<file path="src/rtl/alu_exec_if.sv">
// alu_exec_if: request/response bundle between the pipeline controller and alu_exec.
// The master drives start/op/operands; the slave (alu_exec) returns results and status.
interface alu_exec_if #(
  parameter int WIDTH = 32
);
  logic             start;
  logic [2:0]       op;
  logic [WIDTH-1:0] a;
  logic [WIDTH-1:0] b;
  logic [WIDTH-1:0] result;
  logic             zero;
  logic [WIDTH-1:0] hi;
  logic [WIDTH-1:0] lo;
  logic             busy;
  logic             done;
  logic             div_zero;

  modport master (
    output start, op, a, b,
    input  result, zero, hi, lo, busy, done, div_zero
  );

  modport slave (
    input  start, op, a, b,
    output result, zero, hi, lo, busy, done, div_zero
  );
endinterface

</file>
<file path="src/rtl/alu_exec.sv">
// alu_exec: execute-stage ALU; single-cycle AND/OR/ADD/SUB/SLT/NOP, iterative MULT/DIV into HI/LO.
// Define ALU_SIGNED_MULDIV_EN for two's-complement MULT/DIV; the default build is unsigned.
module alu_exec #(
  parameter int WIDTH = 32
) (
  input logic       clk,
  input logic       rst_n,
  alu_exec_if.slave bus
);
  localparam int CNT_W = $clog2(WIDTH + 1);
  localparam logic [2:0] OP_AND  = 3'b000;
  localparam logic [2:0] OP_OR   = 3'b001;
  localparam logic [2:0] OP_ADD  = 3'b010;
  localparam logic [2:0] OP_SUB  = 3'b011;
  localparam logic [2:0] OP_SLT  = 3'b100;
  localparam logic [2:0] OP_DIV  = 3'b101;
  localparam logic [2:0] OP_MULT = 3'b111;

  typedef enum logic [1:0] {IDLE, RUN, FIX} state_t;

  state_t             state_q, state_d;
  logic [CNT_W-1:0]   cnt_q, cnt_d;
  logic [2*WIDTH-1:0] acc_q, acc_d;
  logic [WIDTH-1:0]   opnd_q, opnd_d;
  logic               is_div_q, is_div_d, dz_q, dz_d;
  logic               neg_lo_q, neg_lo_d, neg_hi_q, neg_hi_d;
  logic [WIDTH-1:0]   result_q, result_d, hi_q, hi_d, lo_q, lo_d;
  logic               zero_q, zero_d, busy_q, busy_d, done_q, done_d, divz_q, divz_d;

  logic [WIDTH-1:0]        alu_res, a_m, b_m, fix_hi, fix_lo;
  logic [WIDTH:0]          sum, shifted, trial;
  logic [2*WIDTH-1:0]      prod_fix;
  logic signed [WIDTH-1:0] a_s, b_s;

  function automatic logic [WIDTH-1:0] cneg(input logic [WIDTH-1:0] v, input logic n);
    return n ? -v : v;
  endfunction

  function automatic logic [2*WIDTH-1:0] cneg2(input logic [2*WIDTH-1:0] v, input logic n);
    return n ? -v : v;
  endfunction

  always_comb begin
    alu_res = '0;
    a_s     = bus.a;
    b_s     = bus.b;
    case (bus.op)
      OP_AND:  alu_res = bus.a & bus.b;
      OP_OR:   alu_res = bus.a | bus.b;
      OP_ADD:  alu_res = bus.a + bus.b;
      OP_SUB:  alu_res = bus.a - bus.b;
      OP_SLT:  alu_res = {{(WIDTH-1){1'b0}}, (a_s < b_s)};
      default: alu_res = '0;
    endcase
  end

  always_comb begin
    state_d  = state_q;
    cnt_d    = cnt_q;
    acc_d    = acc_q;
    opnd_d   = opnd_q;
    is_div_d = is_div_q;
    dz_d     = dz_q;
    neg_lo_d = neg_lo_q;
    neg_hi_d = neg_hi_q;
    result_d = result_q;
    zero_d   = zero_q;
    hi_d     = hi_q;
    lo_d     = lo_q;
    busy_d   = busy_q;
    done_d   = 1'b0;
    divz_d   = divz_q;
    a_m      = bus.a;
    b_m      = bus.b;
    sum      = '0;
    shifted  = '0;
    trial    = '0;
    fix_hi   = acc_q[2*WIDTH-1:WIDTH];
    fix_lo   = acc_q[WIDTH-1:0];
    prod_fix = acc_q;

    case (state_q)
      IDLE: begin
        if (bus.start) begin
          divz_d = 1'b0;
          if (bus.op == OP_MULT || bus.op == OP_DIV) begin
`ifdef ALU_SIGNED_MULDIV_EN
            a_m      = cneg(bus.a, bus.a[WIDTH-1]);
            b_m      = cneg(bus.b, bus.b[WIDTH-1]);
            neg_lo_d = bus.a[WIDTH-1] ^ bus.b[WIDTH-1];
            neg_hi_d = bus.a[WIDTH-1];
`else
            neg_lo_d = 1'b0;
            neg_hi_d = 1'b0;
`endif
            busy_d   = 1'b1;
            cnt_d    = CNT_W'(WIDTH);
            is_div_d = (bus.op == OP_DIV);
            dz_d     = 1'b0;
            state_d  = RUN;
            if (bus.op == OP_DIV && bus.b == '0) begin
              // Divide-by-zero skips the iterations; FIX publishes hi=a, lo=all ones.
              dz_d    = 1'b1;
              acc_d   = {bus.a, {WIDTH{1'b1}}};
              cnt_d   = '0;
              state_d = FIX;
            end else if (bus.op == OP_DIV) begin
              acc_d  = {{WIDTH{1'b0}}, a_m};
              opnd_d = b_m;
            end else begin
              acc_d  = {{WIDTH{1'b0}}, b_m};
              opnd_d = a_m;
            end
          end else begin
            result_d = alu_res;
            zero_d   = (alu_res == '0);
            done_d   = 1'b1;
          end
        end
      end

      RUN: begin
        if (is_div_q) begin
          // Restoring step: upper half is the partial remainder, lower half shifts in quotient bits.
          shifted = {acc_q[2*WIDTH-1:WIDTH], acc_q[WIDTH-1]};
          trial   = shifted - {1'b0, opnd_q};
          if (!trial[WIDTH]) acc_d = {trial[WIDTH-1:0], acc_q[WIDTH-2:0], 1'b1};
          else               acc_d = {shifted[WIDTH-1:0], acc_q[WIDTH-2:0], 1'b0};
        end else begin
          sum   = {1'b0, acc_q[2*WIDTH-1:WIDTH]} + (acc_q[0] ? {1'b0, opnd_q} : '0);
          acc_d = {sum, acc_q[WIDTH-1:1]};
        end
        cnt_d = cnt_q - CNT_W'(1);
        if (cnt_q == CNT_W'(1)) state_d = FIX;
      end

      FIX: begin
        if (!dz_q) begin
          if (is_div_q) begin
            fix_lo = cneg(acc_q[WIDTH-1:0], neg_lo_q);
            fix_hi = cneg(acc_q[2*WIDTH-1:WIDTH], neg_hi_q);
          end else begin
            prod_fix = cneg2(acc_q, neg_lo_q);
            fix_hi   = prod_fix[2*WIDTH-1:WIDTH];
            fix_lo   = prod_fix[WIDTH-1:0];
          end
        end
        hi_d     = fix_hi;
        lo_d     = fix_lo;
        result_d = fix_lo;
        zero_d   = (fix_lo == '0);
        divz_d   = dz_q;
        done_d   = 1'b1;
        busy_d   = 1'b0;
        cnt_d    = '0;
        state_d  = IDLE;
      end

      default: state_d = IDLE;
    endcase
  end

  always_ff @(posedge clk or negedge rst_n) begin
    if (!rst_n) begin
      state_q  <= IDLE;
      cnt_q    <= '0;
      acc_q    <= '0;
      opnd_q   <= '0;
      is_div_q <= 1'b0;
      dz_q     <= 1'b0;
      neg_lo_q <= 1'b0;
      neg_hi_q <= 1'b0;
      result_q <= '0;
      zero_q   <= 1'b0;
      hi_q     <= '0;
      lo_q     <= '0;
      busy_q   <= 1'b0;
      done_q   <= 1'b0;
      divz_q   <= 1'b0;
    end else begin
      state_q  <= state_d;
      cnt_q    <= cnt_d;
      acc_q    <= acc_d;
      opnd_q   <= opnd_d;
      is_div_q <= is_div_d;
      dz_q     <= dz_d;
      neg_lo_q <= neg_lo_d;
      neg_hi_q <= neg_hi_d;
      result_q <= result_d;
      zero_q   <= zero_d;
      hi_q     <= hi_d;
      lo_q     <= lo_d;
      busy_q   <= busy_d;
      done_q   <= done_d;
      divz_q   <= divz_d;
    end
  end

  assign bus.result   = result_q;
  assign bus.zero     = zero_q;
  assign bus.hi       = hi_q;
  assign bus.lo       = lo_q;
  assign bus.busy     = busy_q;
  assign bus.done     = done_q;
  assign bus.div_zero = divz_q;
endmodule

</file>
<file path="src/flat_wrapper.sv">
// flat-port wrapper written by rule: the top's interface ports become plain ports
module alu_exec_flat 
#(
  parameter int WIDTH = 32
)
  (clk, rst_n, bus_start, bus_op, bus_a, bus_b, bus_result, bus_zero, bus_hi, bus_lo, bus_busy, bus_done, bus_div_zero);
  alu_exec_if #(.WIDTH(WIDTH)) bus_i ();
  input logic clk;
  input logic rst_n;
  input wire logic [$bits(bus_i.start)-1:0] bus_start;
  input wire logic [$bits(bus_i.op)-1:0] bus_op;
  input wire logic [$bits(bus_i.a)-1:0] bus_a;
  input wire logic [$bits(bus_i.b)-1:0] bus_b;
  output wire logic [$bits(bus_i.result)-1:0] bus_result;
  output wire logic [$bits(bus_i.zero)-1:0] bus_zero;
  output wire logic [$bits(bus_i.hi)-1:0] bus_hi;
  output wire logic [$bits(bus_i.lo)-1:0] bus_lo;
  output wire logic [$bits(bus_i.busy)-1:0] bus_busy;
  output wire logic [$bits(bus_i.done)-1:0] bus_done;
  output wire logic [$bits(bus_i.div_zero)-1:0] bus_div_zero;
  assign bus_i.start = bus_start;
  assign bus_i.op = bus_op;
  assign bus_i.a = bus_a;
  assign bus_i.b = bus_b;
  assign bus_result = bus_i.result;
  assign bus_zero = bus_i.zero;
  assign bus_hi = bus_i.hi;
  assign bus_lo = bus_i.lo;
  assign bus_busy = bus_i.busy;
  assign bus_done = bus_i.done;
  assign bus_div_zero = bus_i.div_zero;
  alu_exec #(.WIDTH(WIDTH)) u_core (.clk(clk), .rst_n(rst_n), .bus(bus_i));
endmodule
</file>
<file path="config.mk">
export PLATFORM = sky130hd
export DESIGN_NAME = alu_exec_flat
export DESIGN_NICKNAME = d
export VERILOG_FILES = /design/src/rtl/alu_exec_if.sv /design/src/rtl/alu_exec.sv /design/src/flat_wrapper.sv
export SDC_FILE = /design/constraint.sdc
export NUM_CORES = 1
export LEC_CHECK = 0
export CORE_UTILIZATION = 55
export CTS_BUF_LIST = sky130_fd_sc_hd__clkbuf_4 sky130_fd_sc_hd__clkbuf_8
export CTS_CLUSTER_SIZE = 14
export DETAILED_ROUTE_END_ITERATION = 10
export HOLD_SLACK_MARGIN = 0.06
export PLACE_DENSITY = 0.8
export SETUP_SLACK_MARGIN = 0.5
export SYNTH_ARGS = -nofsm -noshare
export SYNTH_HDL_FRONTEND = slang
export SYNTH_SLANG_ARGS = --single-unit
export TNS_END_PERCENT = 1
</file>
<file path="constraint.sdc">
create_clock -name clk -period 4.2 [get_ports clk]
set_clock_uncertainty 0.1 [all_clocks]
set_input_delay 0.42 -clock clk [delete_from_list [all_inputs] [get_ports clk]]
set_output_delay 0.42 -clock clk [all_outputs]
set_load 0.05 [all_outputs]
</file>
# After elaboration in Yosys (flattened, before gate mapping)
# Index checks and enable logic that the tools add are counted.
# totals
regBits,206
output_inout_bits,100
wordCells,88
# op_classes
mux,35
n_bitwise,3
n_addsub,5
n_eq_ne,13
n_reduce_logical,18
order_cmp,1
# ops
op,n
64-bit 2-to-1 mux,5
32-bit 2-to-1 mux,6
32-bit one-hot mux with 5 select lines,1
64-bit one-hot mux with 2 select lines,1
32-bit logical NOT,3
32-bit one-hot mux with 2 select lines,1
32-bit by 33-bit adder with 33-bit output,1
33-bit by 32-bit subtractor with 33-bit output,1
32-bit adder,1
32-bit AND,1
32-bit < comparator,1
32-bit bitwise OR,1
32-bit subtractor,1
6-bit 2-to-1 mux,3
6-bit one-hot mux with 3 select lines,1
3-bit AND reduction,6
3-bit equality test (second input constant),3
1-bit 2-to-1 mux,8
2-bit 2-to-1 mux,4
1-bit one-hot mux with 2 select lines,4
3-bit by 2-bit equality test with 1-bit output (second input constant),2
6-bit by 1-bit equality test with 1-bit output (second input constant),1
6-bit by 1-bit subtractor with 6-bit output (second input constant),1
2-bit by 1-bit inequality test with 1-bit output (second input constant),2
14 further kinds,16

# Longest topological paths before layout
# Gate-level depths: netlist of run 1.
# depth
ltp_word,6
ltp_mapped,18
depth_no_buf,16

# Least setup slack after synthesis of run 1
# No wires, ideal clock.
# synth_timing
path_type,register to register
start,register u_core.acc_q[0]
end,register u_core.acc_q[61]
stages_incl_launch_ff,18
arrival_ns,3.355
path_buffers,2
slack_ns,0.642
path_cell_list,dfrtp_1 clkbuf_1 clkbuf_1 and2_1 ha_1 inv_1 fa_1 nor2b_1 o2111ai_1 a31oi_1 o31a_1 o211ai_1 a21boi_0 o21ai_0 o21ai_0 a21oi_1 xor2_1 a221oi_1
# synth_between
elab_chain_len,4
# synth_lines
element,line,text
"start, declared",alu_exec.sv:23,"logic [2*WIDTH-1:0] acc_q, acc_d;"
"start signal, assigned",alu_exec.sv:167,acc_q <= '0;
"start signal, assigned",alu_exec.sv:183,acc_q <= acc_d;
32-bit 2-to-1 mux,alu_exec.sv:130,"sum = {1'b0, acc_q[2*WIDTH-1:WIDTH]} + (acc_q[0] ? {1'b0, opnd_q} : '0);"
32-bit by 33-bit adder with 33-bit output,alu_exec.sv:130,
64-bit 2-to-1 mux,alu_exec.sv:123,if (is_div_q) begin
64-bit one-hot mux with 2 select lines,alu_exec.sv:82,case (state_q)
# No other way between the ends.
# A chain may end at the register's enable or synchronous reset.

# Worst setup path after layout of run 1
# layout_timing
start,register u_core.opnd_q[11]
end,register u_core.acc_q[50]
# layout_between
elab_chain_len,4
# layout_lines
element,line,text
"start, declared",alu_exec.sv:24,"logic [WIDTH-1:0] opnd_q, opnd_d;"
"start signal, assigned",alu_exec.sv:184,opnd_q <= opnd_d;
32-bit 2-to-1 mux / 33-bit by 32-bit subtractor with 33-bit output (equally long branches),"alu_exec.sv:130, alu_exec.sv:126",
32-bit by 33-bit adder with 33-bit output / 64-bit 2-to-1 mux (equally long branches),"alu_exec.sv:130, alu_exec.sv:127",
64-bit 2-to-1 mux *,alu_exec.sv:123,
64-bit one-hot mux with 2 select lines *,alu_exec.sv:82,
# Mark *: on every way between the ends. The rest lies on a longest branch, timed or not.

==> results of run 1 <==
==> worst max-delay path, delay by kind of cell, from the launching register on <==
kind            cells  cell delay [ns]
compound gates      8             1.47
buf+inv             4             0.65
flops               1             0.44
fa+ha+maj           1             0.37
mux                 1             0.28
simple gates        3             0.20
==> state kept, by name, indices dropped and copies added (netlist names) <==
| signal | flops |
|---|---|
| u_core.acc_q | 64 |
| u_core.cnt_q | 6 |
| u_core.bus.lo | 32 |
| u_core.opnd_q | 32 |
| u_core.bus.zero | 1 |
| u_core.is_div_q | 1 |
| u_core.bus.div_zero | 1 |
| u_core.bus.result | 32 |
| u_core.state_q | 2 |
| u_core.dz_q | 1 |
| u_core.bus.busy | 1 |
| u_core.bus.hi | 32 |
| u_core.bus.done | 1 |
==> final cells by class <==
type | instances | area (um2) | area share [%]
clock buffer | 58 | 710.7 | 2.917
timing repair buffer | 460 | 4031 | 16.55
sequential | 206 | 5159 | 21.17
inverter | 159 | 599.3 | 2.460
tap | 448 | 560.5 | 2.301
multi-input combinational | 1814 | 13220 | 54.26
clock inverter | 10 | 83.83 | 0.3441
==> synthesized netlist by cell type, drive strengths merged (14+ instances only) <==
cell      n  area, um2
dfrtp   206       5155
o21ai   219       1096
o21a     14      105.1
nand2b   21      131.4
nand3    29      145.1
mux2     99       1115
o22ai    46      287.8
nor4     27      190.2
mux2i    80      800.8
a21o     50      375.4
o211ai   53      397.9
buf      41      211.5
a21oi   169      849.6
clkbuf   92      345.3
ha      169       2115
o31ai    15      117.6
and3     14      87.58
nor2b    22      137.6
xnor2    56      490.5
nand2   249      937.2
and2     40      250.2
nor2    138      518.0
a31oi    25      156.4
nand4    19      118.9
xor2     22      192.7
inv     158      593.1
a211oi   41      312.8
nor3     44      225.2
==> layer usage <==
| layer | GRT usage, % | wire length, um |
|---|---|---|
| met5 | 0 | 0 |
| met4 | 21.72 | 4364 |
| met1 | 54.42 | 30170 |
| met3 | 6.154 | 6389 |
| met2 | 63.24 | 33050 |
==> metrics by stage <==
| stage | hold WS [ns] | instance area [um2] |
|---|---|---|
| floorplan | 0.02441 | 18840 |
| global placement | 0.3630 | 22570 |
| detailed placement | 0.3704 | 22570 |
| CTS | 0.2877 | 23560 |
| global route | 0.1598 | 24360 |
| finish | 0.1348 | 24360 |
==> kinds of logic (layout without fill, tap and decap cells) <==
| kind of cell | Yosys count | count (layout) | share of synthesized area (%) |
|---|---|---|---|
| buffers and inverters | 292 | 687 | 6.123 |
| muxes | 179 | 179 | 10.17 |
| DFF | 206 | 206 | 27.36 |
| AOI/OAI and AO/OA | 741 | 741 | 24.96 |
| and+or+nand+nor | 643 | 643 | 16.12 |
| adders and majority gates | 173 | 173 | 11.65 |
| xor gates and xnor gates | 78 | 78 | 3.626 |
==> cells in the final DEF (no fill, tap or decap), types with 40 or more instances in the layout <==
master and n:
clkbuf_8 45, o22ai_1 45, clkdlybuf4s50_1 136, buf_4 278, a21oi_1 159, nand2_1 248, a21o_1 50, dfrtp_1 203
o211ai_1 53, nor2_1 135, ha_1 149, mux2i_1 77, mux2_2 99, o21ai_0 199, nor3_1 40, xnor2_1 56
inv_1 142
==> what timing repair did <==
action	CTS	global route
hold buffers	1	0
gates cloned	0	1
pin swaps	9	63
buffers inserted	4	24
gates resized for setup	41	167
endpoints found under the hold margin	100	0
setup endpoints to repair	32	41
==> final timing paths <==
| kind | to | cells past startpoint | slack, ns | from |
|---|---|---|---|---|
| min in group asynchronous | u_core.bus.lo[18]$_DFFE_PN0P_ | 2 | 0.38 | rst_n |
| hold / removal | u_core.opnd_q[0]$_DFFE_PN0P_ | 4 | 0.13 | bus_a[0] |
| hold reg to reg | u_core.bus.result[23]$_DFFE_PN0P_ | 2 | 0.38 | u_core.bus.result[23]$_DFFE_PN0P_ |
| max in group asynchronous | u_core.acc_q[53]$_DFFE_PN0P_ | 3 | 2.66 | rst_n |
| setup / recovery | u_core.acc_q[50]$_DFFE_PN0P_ | 17 | 0.56 | u_core.opnd_q[11]$_DFFE_PN0P_ |
| setup reg to reg | u_core.acc_q[50]$_DFFE_PN0P_ | 17 | 0.56 | u_core.opnd_q[11]$_DFFE_PN0P_ |
==> power groups by stage <==
stage                     clock network [mW]  logic, mW  registers [mW]
after floorplan                            0       6.80            4.91
after global placement                     0       11.2            3.77
after detailed placement                   0       11.5            3.81
after CTS                               2.10       11.7            3.79
after global routing                    2.19       13.4            3.93
final                                   2.10       12.6            3.85
==> out/metrics.cfg, run 1 <==
[run_status]
status = finished clean

[pwr]
p_int_mw = 9.229
vdd_drop_max_mv = 0.6263
total_power_mw = 18.52
power_density_mw_per_mm2 = 760.0
switching_share_pct = 50.16
p_seq_share_pct = 20.8
clkPwrFrac_pct = 11.3
netSwitchingPower_mw = 9.288
combPwrFrac_pct = 67.9
p_leak_nw = 11.53

[grt]
grt_antenna_before_repair = 0
grt_pass1_vias = 18922
grt-ovfl-total = 0
grt_max_degree = 103
grt_usage_pct = 40.63
grt_pass1_wl_um = 110100

[floorplan]
fp-row-count = 67
die-area_mm2 = 0.03500
io_pins = 170
die_w_um = 187.1
core_area_mm2 = 0.03362
initial_core_util_pct = 56.05
die_height_um = 187.1

[timing]
setup_violations = 0
slew_headroom_pct = 35.18
rsz0062_at_grt = yes
tightest_slew_ns = 0.9723
setup_ws_ns = 0.5568
slew_viol_final = 0
hold_viol = 0
min_period_over_period_pct = 86.74
fmax_mhz = 274.5
post-route-min-period_ns = 3.643
tns_ns = 0

[synth]
avgSynthCellArea_um2 = 8.150
ys.flop_type = dfrtp_1
synth_edf_count = 0
ys_seq_area_share_pct = 27.36
synth_seq_cells = 206
synth.distinct_cells = 82
syn_nets = 2555
synthArstFlopShare_pct = 100.0
synth_area_mm2 = 0.01884
synthCells = 2312
synth_warnings = 0

[job]
drv_cap = 0

[worst_setup_path]
worstPathArrival_ns = 4.04
critPathSlowestCell = dfrtp_1
crit_chain = inv_1, ha_1, a21oi_1, o21a_1, nand3_1, a211oi_2, buf_4, o21ai_4, a211oi_2, o211ai_1, o211ai_1, buf_4, mux2i_4, nor2_4, a2111oi_4, buf_4, nor2_1
cp_max_fo = 5
end_kind = flip-flop
slowest_delay_ns = 0.44
path_class = reg2reg
crit_top_cell = buf_4
required_ns = 4.59
startpoint_type = flip-flop

[place]
io_buffer_count = 169
dp_slack_ns = -0.4066
hpwl_um = 55550
place_congestion = 1.026
placedCellCount = 3057

[detailed_routing]
wirelength_um = 73980
postRouteAntennaNets = 0
wl_per_cell_um = 23.45
vias_per_cell = 6.398
vias = 20187
route.detailed.drc = 0
drt_iter0_markers = 2354
dr.pass1.iters = 6

[clocking]
cts-root-buf = clkbuf_8
cts_inserted_buffers = 38
tritoncts = built
cts_max_level = 2
worst_skew_pair.late_latency_ns = 0.63
cts_buffer_depth = 3
cts_num_sinks = 206
clk_pin_slew_ns = 0.06

[hold_path]
hp-class = in2reg

[cells_and_area]
layout.nets = 2922
drive_gt1_share_pct = 22.05
n_antenna_cell = 0
utilization_pct = 72.48
nFillCells = 2643
area_growth_pct = 29.31
stdcell_count = 3155

(Power assumes the default switching activity.)
==> run 2: changes to the inputs <==
==> constraint.sdc (replaced) <==
create_clock -name clk -period 4.2 [get_ports clk]
set_clock_uncertainty 0.1 [all_clocks]
set_input_delay 0.84 -clock clk [delete_from_list [all_inputs] [get_ports clk]]
set_output_delay 0.84 -clock clk [all_outputs]
set_load 0.05 [all_outputs]
==> run 2 against run 1 <==
Against the previous run: clock power up 2%; cell area up 2.5%; sequential share of layout area down 0.52 points; maximum frequency down 6.4%; highest routed layer unchanged; critical endpoint is now u_core.bus.zero$_DFFE_PN0P_; critical path type is now in2reg; final cell count up 2.8%; non-clock buffer count up 87.
==> out/metrics.cfg, run 2 (synthesized netlist as in run 1, its figures left out) <==
[run_status]
status = finished clean

[clocking]
cts_num_sinks = 206  ; unchanged
worst_skew_pair.late_latency_ns = 0.61  ; -0.02 ns
tritoncts = built
cts_buffer_depth = 3  ; unchanged
cts-root-buf = clkbuf_8
clk_pin_slew_ns = 0.07  ; about the same
cts_inserted_buffers = 40  ; +5.3%
ctsHoldBuffers = 0  ; -1
cts_max_level = 2  ; unchanged

[pwr]
switching_share_pct = 49.94  ; -0.22 points
clkPwrFrac_pct = 11.7  ; +0.4 points
vdd_drop_max_mv = 0.7411  ; +18%
p_seq_share_pct = 21.3  ; +0.5 points
p_leak_nw = 11.82  ; +2.5%
p_int_mw = 9.209  ; -0.21%
combPwrFrac_pct = 67.0  ; -0.9 points
netSwitchingPower_mw = 9.188  ; -1.1%
power_density_mw_per_mm2 = 736.5  ; -3.1%

[detailed_routing]
vias = 20450  ; +1.3%
vias_per_cell = 6.306  ; -1.4%
postRouteAntennaNets = 0  ; unchanged
wl_per_cell_um = 23.28  ; -0.71%
wirelength_um = 75510  ; +2.1%
drt_iter0_markers = 2258  ; -4.1%
dr.pass1.iters = 6  ; unchanged
route.detailed.drc = 0  ; unchanged

[timing]
min_period_over_period_pct = 92.72  ; +6.0 points
slew_viol_final = 0  ; unchanged
tns_ns = 0  ; unchanged
tightest_slew_ns = 0.8618  ; -0.1105 ns
timing.hold.ws_ns = 0.1638  ; +0.02901 ns
setup_ws_ns = 0.3059  ; -0.2509 ns
hold_viol = 0  ; unchanged
slew_headroom_pct = 42.55  ; +7.4 points
setup_violations = 0  ; unchanged
post-route-min-period_ns = 3.894  ; +0.2509 ns
rsz0062_at_grt = yes
fmax_mhz = 256.8  ; -6.4%

[grt]
grt_pass1_vias = 19989  ; +5.6%
grt_usage_pct = 42.54  ; +1.9 points
grt-ovfl-total = 0  ; unchanged
grt_pass1_wl_um = 115100  ; +4.5%
grt_max_degree = 90  ; -13%
grt_antenna_before_repair = 1  ; +1

[hold_path]
hp-class = in2async

[worst_setup_path]
critPathBufInv = 3  ; -1
timing.critical_path.max_delay_family = simple AND/OR/NAND/NOR gates
path_class = in2reg
critPathSlowestCell = or4_1
worstPathArrival_ns = 4.31  ; +0.27 ns
crit_start = bus_b[5]
startpoint_type = input port
cp_max_fo = 4  ; -1
required_ns = 4.61  ; +0.02 ns
end_kind = flip-flop
rr_startpoint = u_core.acc_q[36]$_DFFE_PN0P_
slowest_delay_ns = 0.49  ; +0.05 ns
crit_chain = dlygate4sd2_1, buf_4, ha_1, a21oi_2, and3_4, a21oi_2, or4_1, a21o_1, buf_4, a221o_1, a211oi_2, nand4bb_1, nor4_2, nand4b_1, o31ai_2

[floorplan]
fp-row-count = 67  ; unchanged
die_height_um = 187.1  ; unchanged
core_area_mm2 = 0.03362  ; unchanged
die-area_mm2 = 0.03500  ; unchanged
initial_core_util_pct = 56.05  ; unchanged
die_w_um = 187.1  ; unchanged
io_pins = 170  ; unchanged

[job]
drv_cap = 0  ; unchanged

[place]
io_buffer_count = 169  ; unchanged
place_congestion = 1.038  ; +1.2%
hpwl_um = 57560  ; +3.6%
dp_slack_ns = -0.8689  ; -0.4623 ns

[cells_and_area]
layout.nets = 3011  ; +3.0%
area_growth_pct = 32.57
mostFrequentLayoutCell = buf_4
regMostFlops = u_core.acc_q
drive_gt1_share_pct = 24.52  ; +2.5 points
largest_reg_flops = 64  ; unchanged
seq_area_mm2 = 0.005157  ; about the same
nFillCells = 2561  ; -3.1%
layout_common_cells = 361 x buf_4, 248 x nand2_1, 204 x dfrtp_1, 202 x o21ai_0, 155 x ha_1
multi_input_area_mm2 = 0.01319  ; -0.20%

==> run 2: repair_timing <==
action                     in CTS  in global routing
buffers inserted               10                 10
resized for setup             129                 52
setup endpoints to repair      48                 48
pin swaps                      37                 25
==> run 2: worst paths after layout <==
kind | slack (ns) | cells after the start | endpoint
min reg2reg | 0.39 | 2 | u_core.bus.result[3]$_DFFE_PN0P_
max in group asynchronous | 2.88 | 3 | u_core.bus.lo[4]$_DFFE_PN0P_
min | 0.16 | 1 | u_core.bus.lo[20]$_DFFE_PN0P_
max reg2reg | 0.36 | 13 | u_core.acc_q[63]$_DFFE_PN0P_
min in group clk | 0.39 | 2 | u_core.bus.result[3]$_DFFE_PN0P_
max | 0.31 | 15 | u_core.bus.zero$_DFFE_PN0P_
==> run 2: final cells by class <==
class | count | area share (%)
multi-input cells | 1814 | 52.82
flip-flops and latches | 206 | 20.65
repair buffers | 547 | 18.57
clock buffers | 60 | 3.006
inverters | 159 | 2.404
well taps | 448 | 2.244
clock inverters | 8 | 0.2905
diodes | 1 | 0.01002
==> run 2: power groups by stage <==
stage          registers (mW)  logic, mW  clock network, mW
6_report                 3.92       12.3               2.14
3_3_place_gp             3.83       11.4                  0
5_1_grt                  4.00       13.2               2.25
2_1_floorplan            4.91       6.81                  0
4_1_cts                  3.87       12.0               2.16
3_5_place_dp             3.89       11.7                  0
==> run 2: metal layers <==
layer / vias up / track usage, % / part of all wire [%]
met3: 248 / 7.448 / 9.4
met1: 9782 / 55.84 / 40
met2: 1181 / 65.68 / 44
met4: 0 / 25.16 / 6.5
li1: 9239 / - / -
met5: - / 0 / 0
==> run 2: worst reg2reg max path, cell delays in order (launching register included) <==
cell and delay, ns:
dfrtp_1 0.43, ha_1 0.37, a21o_1 0.20, a21oi_2 0.23
a21boi_1 0.31, a21oi_1 0.22, nor2_1 0.25, o211ai_1 0.17
a221o_1 0.41, a211oi_2 0.31, o21ai_0 0.21, xor2_1 0.20
nor3b_1 0.23, nor4_1 0.08
==> run 2: per-stage QoR <==
step / std cells / util, % / power (mW) / cell area (um2)
floorplan: 2312 / - / 11.72 / 18900
global placement: 3154 / 69.80 / 15.23 / 23460
detailed placement: 3154 / 69.80 / 15.61 / 23460
CTS: 3232 / 73.43 / 17.99 / 24680
global route: 3243 / 74.30 / 19.41 / 24980
finish: 3243 / 74.30 / 18.40 / 24980
